<file path="config.mk">
export PLATFORM = sky130hd
export DESIGN_NAME = lpif_txrx_x2_asym1_tx_sched
export DESIGN_NICKNAME = d
export VERILOG_FILES = /design/src/rtl/lpif_tx_sched_pkg.sv /design/src/rtl/lpif_tx_stb_gen.sv /design/src/rtl/lpif_txrx_x2_asym1_tx_sched.sv
export SDC_FILE = /design/constraint.sdc
export NUM_CORES = 1
export LEC_CHECK = 0
export ABC_AREA = 1
export BUFFER_PORTS_ARGS = -buffer_cell sky130_fd_sc_hd__buf_2
export CORE_MARGIN = 2
export CORE_UTILIZATION = 45
export CTS_CLUSTER_SIZE = 25
export DETAILED_ROUTE_END_ITERATION = 6
export HOLD_SLACK_MARGIN = 0.06
export PLACE_DENSITY = 0.75
export SLEW_MARGIN = 20
export SYNTH_ARGS = -nofsm -noshare
export SYNTH_HDL_FRONTEND = slang
export SYNTH_SLANG_ARGS = --single-unit
</file>
<file path="constraint.sdc">
create_clock -name clk_wr -period 1.8 [get_ports clk_wr]
set_input_delay 0.54 -clock clk_wr [delete_from_list [all_inputs] [get_ports clk_wr]]
set_output_delay 0.54 -clock clk_wr [all_outputs]
set_load 0.005 [all_outputs]
</file>
<file path="src/rtl/lpif_tx_sched_pkg.sv">
// Shared definitions for the x2 asym1 TX scheduler: state encoding, default
// timing parameters and the payload width.
package lpif_tx_sched_pkg;

    localparam int DATA_W           = 75;
    localparam int STB_INTERVAL_DEF = 8;
    localparam int ONLINE_DLY_DEF   = 4;

    typedef enum logic [1:0] {
        ST_OFFLINE = 2'd0,
        ST_SETTLE  = 2'd1,
        ST_ALIGN   = 2'd2,
        ST_ACTIVE  = 2'd3
    } sched_state_e;

endpackage

</file>
<file path="src/rtl/lpif_tx_stb_gen.sv">
// Strobe/marker generator: free-running strobe counter while enabled, with
// registered strobe and marker user bits aligned to the data register.
module lpif_tx_stb_gen (
    input  logic       clk_wr,
    input  logic       rst_wr_n,
    input  logic       en,
    input  logic       wrap,
    output logic [7:0] stb_cnt,
    output logic       tx_stb_userbit,
    output logic [0:0] tx_mrk_userbit
);

    always_ff @(posedge clk_wr or negedge rst_wr_n) begin
        if (!rst_wr_n) begin
            stb_cnt        <= 8'd0;
            tx_stb_userbit <= 1'b0;
            tx_mrk_userbit <= 1'b0;
        end else begin
            if (!en || wrap) stb_cnt <= 8'd0;
            else             stb_cnt <= stb_cnt + 8'd1;
            tx_stb_userbit <= en && (stb_cnt == 8'd0);
            // Full rate: every word sent while aligned carries the marker.
            tx_mrk_userbit <= en;
        end
    end

endmodule

</file>
<file path="src/rtl/lpif_txrx_x2_asym1_tx_sched.sv">
// TX scheduler: sequences link bring-up (settle, strobe alignment) and then
// forwards payload words, inserting zero idle words when nothing is offered.
module lpif_txrx_x2_asym1_tx_sched
    import lpif_tx_sched_pkg::*;
#(
    parameter int STB_INTERVAL = STB_INTERVAL_DEF,
    parameter int ONLINE_DLY   = ONLINE_DLY_DEF
) (
    input  logic              clk_wr,
    input  logic              rst_wr_n,
    input  logic              tx_online,
    input  logic              m_gen2_mode,
    input  logic [DATA_W-1:0] up_data,
    input  logic              up_valid,
    output logic              up_ready,
    output logic [DATA_W-1:0] tx_downstream_data,
    output logic              tx_stb_userbit,
    output logic [0:0]        tx_mrk_userbit,
    output logic [1:0]        sched_state,
    output logic [15:0]       idle_cnt,
    output logic              err_gen2
);

    sched_state_e state, state_nxt;
    logic [7:0]   settle_cnt;
    logic [7:0]   stb_cnt;
    logic         stb_en;
    logic         stb_wrap;

    assign stb_en      = (state == ST_ALIGN) || (state == ST_ACTIVE);
    assign stb_wrap    = (stb_cnt == 8'(STB_INTERVAL - 1));
    assign up_ready    = (state == ST_ACTIVE) && tx_online;
    assign sched_state = state;

    always_comb begin
        state_nxt = state;
        case (state)
            ST_OFFLINE: if (tx_online) state_nxt = ST_SETTLE;
            ST_SETTLE:  if (settle_cnt == 8'(ONLINE_DLY - 1)) state_nxt = ST_ALIGN;
            ST_ALIGN:   if (stb_wrap) state_nxt = ST_ACTIVE;
            ST_ACTIVE:  state_nxt = ST_ACTIVE;
            default:    state_nxt = ST_OFFLINE;
        endcase
        // Losing the link wins over any bring-up progress.
        if (!tx_online) state_nxt = ST_OFFLINE;
    end

    always_ff @(posedge clk_wr or negedge rst_wr_n) begin
        if (!rst_wr_n) begin
            state      <= ST_OFFLINE;
            settle_cnt <= 8'd0;
        end else begin
            state      <= state_nxt;
            settle_cnt <= (state == ST_SETTLE) ? settle_cnt + 8'd1 : 8'd0;
        end
    end

    always_ff @(posedge clk_wr or negedge rst_wr_n) begin
        if (!rst_wr_n) begin
            tx_downstream_data <= '0;
            idle_cnt           <= 16'd0;
            err_gen2           <= 1'b0;
        end else begin
            tx_downstream_data <= (up_valid && up_ready) ? up_data : '0;
            if ((state == ST_ACTIVE) && !up_valid && (idle_cnt != 16'hFFFF))
                idle_cnt <= idle_cnt + 16'd1;
            if (m_gen2_mode && tx_online)
                err_gen2 <= 1'b1;
        end
    end

    lpif_tx_stb_gen u_stb_gen (
        .clk_wr         (clk_wr),
        .rst_wr_n       (rst_wr_n),
        .en             (stb_en),
        .wrap           (stb_wrap),
        .stb_cnt        (stb_cnt),
        .tx_stb_userbit (tx_stb_userbit),
        .tx_mrk_userbit (tx_mrk_userbit)
    );

endmodule

</file>
Word-level counts from Yosys, hierarchy flattened --
Index checks and enable logic that the tools add are counted.
Word-level totals: register bits 112, bits of input ports 80, output and inout port bits 97, logic and storage cells 39
Cells by class: muxes and demuxes 7, equal/unequal tests 8, add/subtract/negate cells 3, reduce and logical (&&, ||, !) cells 13
Operators with widths (count):
- $mux W75 | 1
- $add A16 B1 Y16 const B | 1
- $add A8 B1 Y8 const B | 2
- $mux W8 | 2
- $ne A16 B16 Y1 const B | 1
- $eq A8 B2 Y1 const B | 1
- $eq A8 B3 Y1 const B | 1
- $logic_not A8 Y1 | 1
- $pmux W2 S4 | 1
- $logic_and A1 B1 Y1 | 6
- $mux W2 | 3
- $eq A2 B2 Y1 const B | 2
- $ne A3 B2 Y1 const B | 1
- $ne A3 B3 Y1 const B | 1
- $eq A2 B1 Y1 const B | 1
- $logic_not A1 Y1 | 2
- $logic_not A2 Y1 | 1
- $logic_or A1 B1 Y1 | 2
- $reduce_and A2 Y1 | 1

Depth between registers and ports, before layout --
Gate-level depths: netlist of the first run.
depth after elaboration 5, mapped depth 8, gate-level depth less buffers 8

By module --
From an unflattened synthesis of the first run, not the netlist that was laid out.
Unflattened totals: cell total of the unflattened synthesis 506, area total of the unflattened synthesis 4665.7 um2
By module, submodules not included:
- lpif_txrx_x2_asym1_tx_sched | instances 1, seq. area each 2552.4 um2, cells an instance 451, area an instance 4201.5 um2
- lpif_tx_stb_gen | instances 1, seq. area each 250.2 um2, cells an instance 55, area an instance 464.2 um2

Worst setup path after synthesis of the first run --
OpenSTA, ideal clock, no wires.
path type reg2reg, start point register idle_cnt[0], end point register idle_cnt[7], stages on the path, launching flop included 9, data required time 1.674 ns, setup time 0.126 ns, data arrival time 1.256 ns, setup slack 0.418 ns, path buffers 0, period minus slack after synthesis 1.382 ns, cell sequence dfrtp_1 > ha_1 > nand2_1 > nor2_1 > nand2_1 > nor2_1 > nor2_2 > nand2_1 > o21ai_2
On the way: cells in the longest elaborated chain, start to end 2, elaborated cells between the ends (all ways) 3, classes of those cells 1 x add/sub; 1 x eq/ne; 1 x reduce/logical
Ends and longest elaborated chain:
- start, declared | line lpif_txrx_x2_asym1_tx_sched.sv:20 | output logic [15:0] idle_cnt,
- start signal, assigned | line lpif_txrx_x2_asym1_tx_sched.sv:66 | idle_cnt <= idle_cnt + 16'd1;
- branches (longest 2 deep; another with $add A16 B1 Y16)
Parallel ways; which one is timed is not known. A chain may end at the register's enable or synchronous reset.

Worst setup path in the final report of the first run --
start point register state[0], in the netlist sched_state[0], end point output up_ready
On the way: cells in the longest elaborated chain, start to end 2
Ends and longest elaborated chain:
- start, declared | line lpif_txrx_x2_asym1_tx_sched.sv:24 | sched_state_e state, state_nxt;
- start signal, assigned | line lpif_txrx_x2_asym1_tx_sched.sv:53 | state <= state_nxt;
- $eq A2 B2 Y1 | line lpif_txrx_x2_asym1_tx_sched.sv:32 | assign up_ready = (state == ST_ACTIVE) && tx_online;
- $logic_and A1 B1 Y1 | line lpif_txrx_x2_asym1_tx_sched.sv:32
- end, declared | line lpif_txrx_x2_asym1_tx_sched.sv:15 | output logic up_ready,
Every way passes these cells.

==> results.ini, run 1 <==
[cts]
clk_path_buf_depth=2
cts_made_buffers=9
clk_transition_reported_paths_ps=100
postCtsSetupBuffers=0
cts.sinks=112
htree_num_levels=3
root_buffer=clkbuf_8
cts_tree=built
clock_latency_ps=360

[sta]
post-route-period-util_pct=93.5
max_freq_mhz=594
setup_slack_ps=116
worstMarginPinSlew_ps=413
slew-limit-headroom_pct=72.5
finalSetupViolations=0
fin_skew_ps=10.6
rsz0062_at_grt=false
drv_slew=0
fin_setup_tns_ps=0
hold_violations=0
period_minus_slack_ps=1680

[synth]
ys_top_cells_by_area=dfrtp_1 (63%), nor2_1 (9.7%), inv_1 (9.0%)
synth_seq_cells=112
ys_warn_count=0
synth_common_cells=nor2_1 (116), dfrtp_1 (112), inv_1 (108), nand2_1 (87), nand3_1 (15)
syn-instance-count=499
seq_area_frac_synth_pct=62.5
syn-num-nets=583
synth_top_area_cell=dfrtp_1
yosysMostFrequentCell=nor2_1
synth_edf_count=0
synth_area_sq_mm=0.00448
synth_ff_type=dfrtp_1
synth.distinct_cells=27
avgSynthCellArea_sq_um=8.98
synth_top_area_share_pct=62.5
async_flop_share_pct=100

[die]
fp.dieH_microns=104
rows=36
die_w_microns=104
io_pins=177
die_area_sq_mm=0.0108
core_sq_mm=0.00973
initial_core_util_pct=46.1

[pwr]
power_frac_seq_pct=54.9
power_frac_clock_pct=31.9
ir_worst_vdd_mv=0.498
power.density_mw_per_mm2=886
p_sw_mw=1.35
p_sw_share_pct=26.5
power.leakage_nw=3.55
p_comb_share_pct=13.2
p_int_mw=3.75

[critical_path]
cp_slowest_cell=dfrtp_1
endpoint_kind=output pin
crit_buf_inv=1
critPathLaunchType=flop
required_ps=1260
cp.arrival_ps=1140
critPathKind=flop to output pin
worstPathMaxFanout=6
crit_family=flip-flops
crit_path_cell_trace=nand2_2 -> nor2_2 -> buf_2
critical_path.max_stage_delay_ps=450

[drt]
num_vias=3673
wl_per_cell_microns=12.3
wl_mm=10.1
drc=0
vias_per_cell=4.48
ant_nets=0
drt_pass1_iterations=4
first_iter_violations=85

[global_route]
grt-ovfl-total=0
first_global_vias=3679
grt_max_degree=76
grt_util_all_layers_pct=19.4
antenna_found_initial=0
grt_pass1_wl_mm=16.9

[hold_path]
hold_path.class=input port to flop

[placement]
dp_hpwl_mm=7.63
post-place-ws_ps=244
place_area_sq_mm=0.00553
gp_congestion=0.892
port_buffers=176

[layout]
fin_nets=766
postLayoutCellArea_sq_mm=0.00576
area_growth_pct=28.4
diodes=0
fillers=891
drive_above_1_share_pct=30.0
final_util_pct=59.2

[status]
status=finished, final reports clean

[job]
maxCapViolCount=0

-- final cells by class --
class                           count  area [sq um]  area share [%]
Clock inverter                      6          90.1            1.57
Tap cell                          133           166            2.89
Clock buffer                       10           128            2.22
Sequential cell                   112          2800            48.7
Inverter                          108           405            7.04
Multi-Input combinational cell    270          1200            20.9
Timing Repair Buffer              181           961            16.7
-- cell usage in the layout, fill, tap and decap left out, types with 3 or more instances in the layout --
cell type  synthesis  layout
inv_1            108     108
dfrtp_1          112     111
buf_2              1     175
nor3_1             4       4
clkbuf_8           0       9
nor2_2             4       4
buf_12             0       3
xor2_1             5       5
nand2_2            3       4
nand4_1            9       9
o21ai_0            8       8
a21oi_1            3       3
nand3_1           15      15
ha_1               4       4
nand2_1           87      86
nor2_1           116     116
-- state kept, by name, summed over array words and instances (netlist names) --
name,count
tx_downstream_data,75
u_stb_gen.tx_mrk_userbit,1
sched_state,2
settle_cnt,8
u_stb_gen.stb_cnt,8
err_gen2,1
u_stb_gen.tx_stb_userbit,1
idle_cnt,16
-- worst min-delay path: stages --
cell and delay, ps:
buf_2 100, inv_1 40, nor2_1 30
-- repair_timing --
item / in CTS / in global routing
hold buffers: 1 / 0
resized for setup: 0 / 1
setup endpoints to repair: 0 / 1
hold endpoints to repair: 10 / 0
-- per-layer routing --
| metal | routed length [microns] | track usage (%) |
|---|---|---|
| met2 | 4990 | 32.4 |
| met4 | 198 | 7.82 |
| met1 | 4080 | 23.3 |
| met3 | 822 | 6.10 |
| met5 | 0 | 0 |
-- power by group through the flow --
stage	registers [mW]	clock network [mW]	logic (mW)
after CTS	2.80	1.68	0.687
after floorplan	2.84	0	0.333
after detailed placement	2.85	0	0.681
final	2.80	1.63	0.674
after global placement	2.84	0	0.669
after global routing	2.83	1.77	0.787
-- metrics by stage --
step / total power [mW] / hold WS, ps / instances
floorplan: 3.17 / 244 / 499
global placement: 3.51 / 439 / 803
detailed placement: 3.53 / 447 / 803
CTS: 5.17 / 345 / 820
global route: 5.39 / 349 / 820
finish: 5.10 / 371 / 820
-- logic make-up (layout without fill, tap and decap cells) --
family          count (synthesis)  after routing  share of synthesized area [%]
flops                         112            112                           62.5
buf+inv                       117            305                           10.7
compound gates                 15             15                           1.90
fa+ha+maj                       4              4                           1.12
simple gates                  245            245                           22.6
xor+xnor                        6              6                           1.17
-- path summary, 6_finish.rpt --
kind | startpoint | endpoint | slack, ps | cells past startpoint
setup / recovery | sched_state[0] | up_ready | 120 | 3
min in group asynchronous | rst_wr_n | sched_state[0] | 610 | 2
max in group asynchronous | rst_wr_n | tx_downstream_data[52] | 620 | 3
setup reg to reg | idle_cnt[1] | idle_cnt[7] | 230 | 8
hold / removal | up_data[41] | tx_downstream_data[41] | 370 | 3
hold reg to reg | err_gen2 | err_gen2 | 470 | 1
Power figures use the tool's default switching activity.
==> run 2: changes to the inputs <==
CELL_PAD_IN_SITES_DETAIL_PLACEMENT = 1   (was unset)
CELL_PAD_IN_SITES_GLOBAL_PLACEMENT = 2   (was unset)
CORE_UTILIZATION = 27   (was 45)
PLACE_DENSITY = unset   (was 0.75)
PLACE_DENSITY_LB_ADDON = 0.1   (was unset)
==> results.ini, run 2 (synthesis gave the netlist of run 1 again) <==
[layout]
diodes=0
fillers=1989
multi_input_area_sq_mm=0.00120
regArea_sq_mm=0.00280
final_common_cell=buf_2
postLayoutCellArea_sq_mm=0.00591
most-common-layout-cells=buf_2 (175), nor2_1 (115), dfrtp_1 (111)
final_util_pct=36.0
stdcell_count=908
area_growth_pct=31.9
fin_nets=767
largest_reg_flops=75
largest_register=tx_downstream_data
top_regs=tx_downstream_data x75, idle_cnt x16
drive_above_1_share_pct=30.2

[sta]
fin_setup_tns_ps=0
slew-limit-headroom_pct=70.3
rsz0062_at_grt=false
fin_skew_ps=10.3
setup_slack_ps=136
max_freq_mhz=601
worstMarginPinSlew_ps=446
hold_violations=0
drv_slew=0
post-route-period-util_pct=92.4
finalSetupViolations=0
period_minus_slack_ps=1660
timing.hold.ws_ps=206

[drt]
first_iter_violations=119
wl_mm=12.3
drt_pass1_iterations=4
drc=0
wl_per_cell_microns=13.6
vias_per_cell=4.09
num_vias=3712
ant_nets=0

[pwr]
ir_worst_vdd_mv=0.445
power.total_mw=5.41
power.density_mw_per_mm2=914
power.leakage_nw=3.58

[placement]
place_area_sq_mm=0.00564
dp_cells=892
dp_hpwl_mm=9.25
gp_congestion=0.728
port_buffers=176
post-place-ws_ps=151

[critical_path]
cp_slowest_cell=dfrtp_1
critPathKind=flop to output pin
cp.arrival_ps=1120
crit_family=flip-flops
crit_path_cell_trace=nand2_2 -> nor2_2 -> buf_2
critical_path.max_stage_delay_ps=450
endpoint_kind=output pin
required_ps=1260
r2r_slack_ps=190
worstPathMaxFanout=6
r2r-start=idle_cnt[1]
timing.rr.end=idle_cnt[10]
critPathLaunchType=flop
r2r_cells=9
crit_buf_inv=1

[die]
die_w_microns=133
fp.dieH_microns=133
io_pins=177
initial_core_util_pct=27.3
die_area_sq_mm=0.0177
core_sq_mm=0.0164
rows=47

[global_route]
first_global_vias=3999
grt-ovfl-total=0
grt_pass1_wl_mm=20.1
antenna_found_initial=1
grt_max_degree=80
grt_util_all_layers_pct=14.4

[cts]
htree_num_levels=3
root_buffer=clkbuf_16
cts.sinks=112
cts_hold_buf=0
clk_transition_reported_paths_ps=80
clk_path_buf_depth=2
postCtsSetupBuffers=0
cts_tree=built
clock_latency_ps=350
cts_made_buffers=9

[status]
status=finished, final reports clean

[hold_path]
hold_path.class=input port to async pin

[job]
maxCapViolCount=0

==> run 2: layer usage <==
layer,wire [microns],track usage (%),vias to the layer above
li1,-,-,1827
met1,5230,17.3,1757
met2,5580,22.5,112
met3,1320,7.16,14
met4,179,4.84,2
met5,13,0,-
==> run 2: area by class of cell <==
cell class / instances / share of cell area, %
clock buffers: 11 / 3.94
clock inverters: 5 / 0.656
inverters: 108 / 6.86
multi-input cells: 270 / 20.4
flip-flops and latches: 112 / 47.4
well taps: 220 / 4.66
repair buffers: 182 / 16.1
==> run 2: worst max path at each step <==
stage	startpoint	end	cells past startpoint
5_1_grt	idle_cnt[1]	idle_cnt[2]	6
3_3_place_gp	idle_cnt[0]	idle_cnt[7]	9
6_report	sched_state[0]	up_ready	3
3_5_place_dp	idle_cnt[0]	idle_cnt[10]	9
4_1_cts	sched_state[1]	up_ready	3
2_1_floorplan	idle_cnt[0]	idle_cnt[7]	8
==> run 2: repair_timing <==
action                                  CTS  global route
resized for setup                         0             2
endpoints found under the setup margin    0             3
endpoints found under the hold margin     0             0
==> run 2: where the power goes <==
part | total (mW) | switching [mW] | internal (mW) | leakage, nW
registers | 2.80 | 0.131 | 2.67 | 1.54
clock network | 1.90 | 0.951 | 0.953 | 0.131
logic | 0.702 | 0.415 | 0.287 | 1.90
total | 5.41 | 1.50 | 3.91 | 3.58
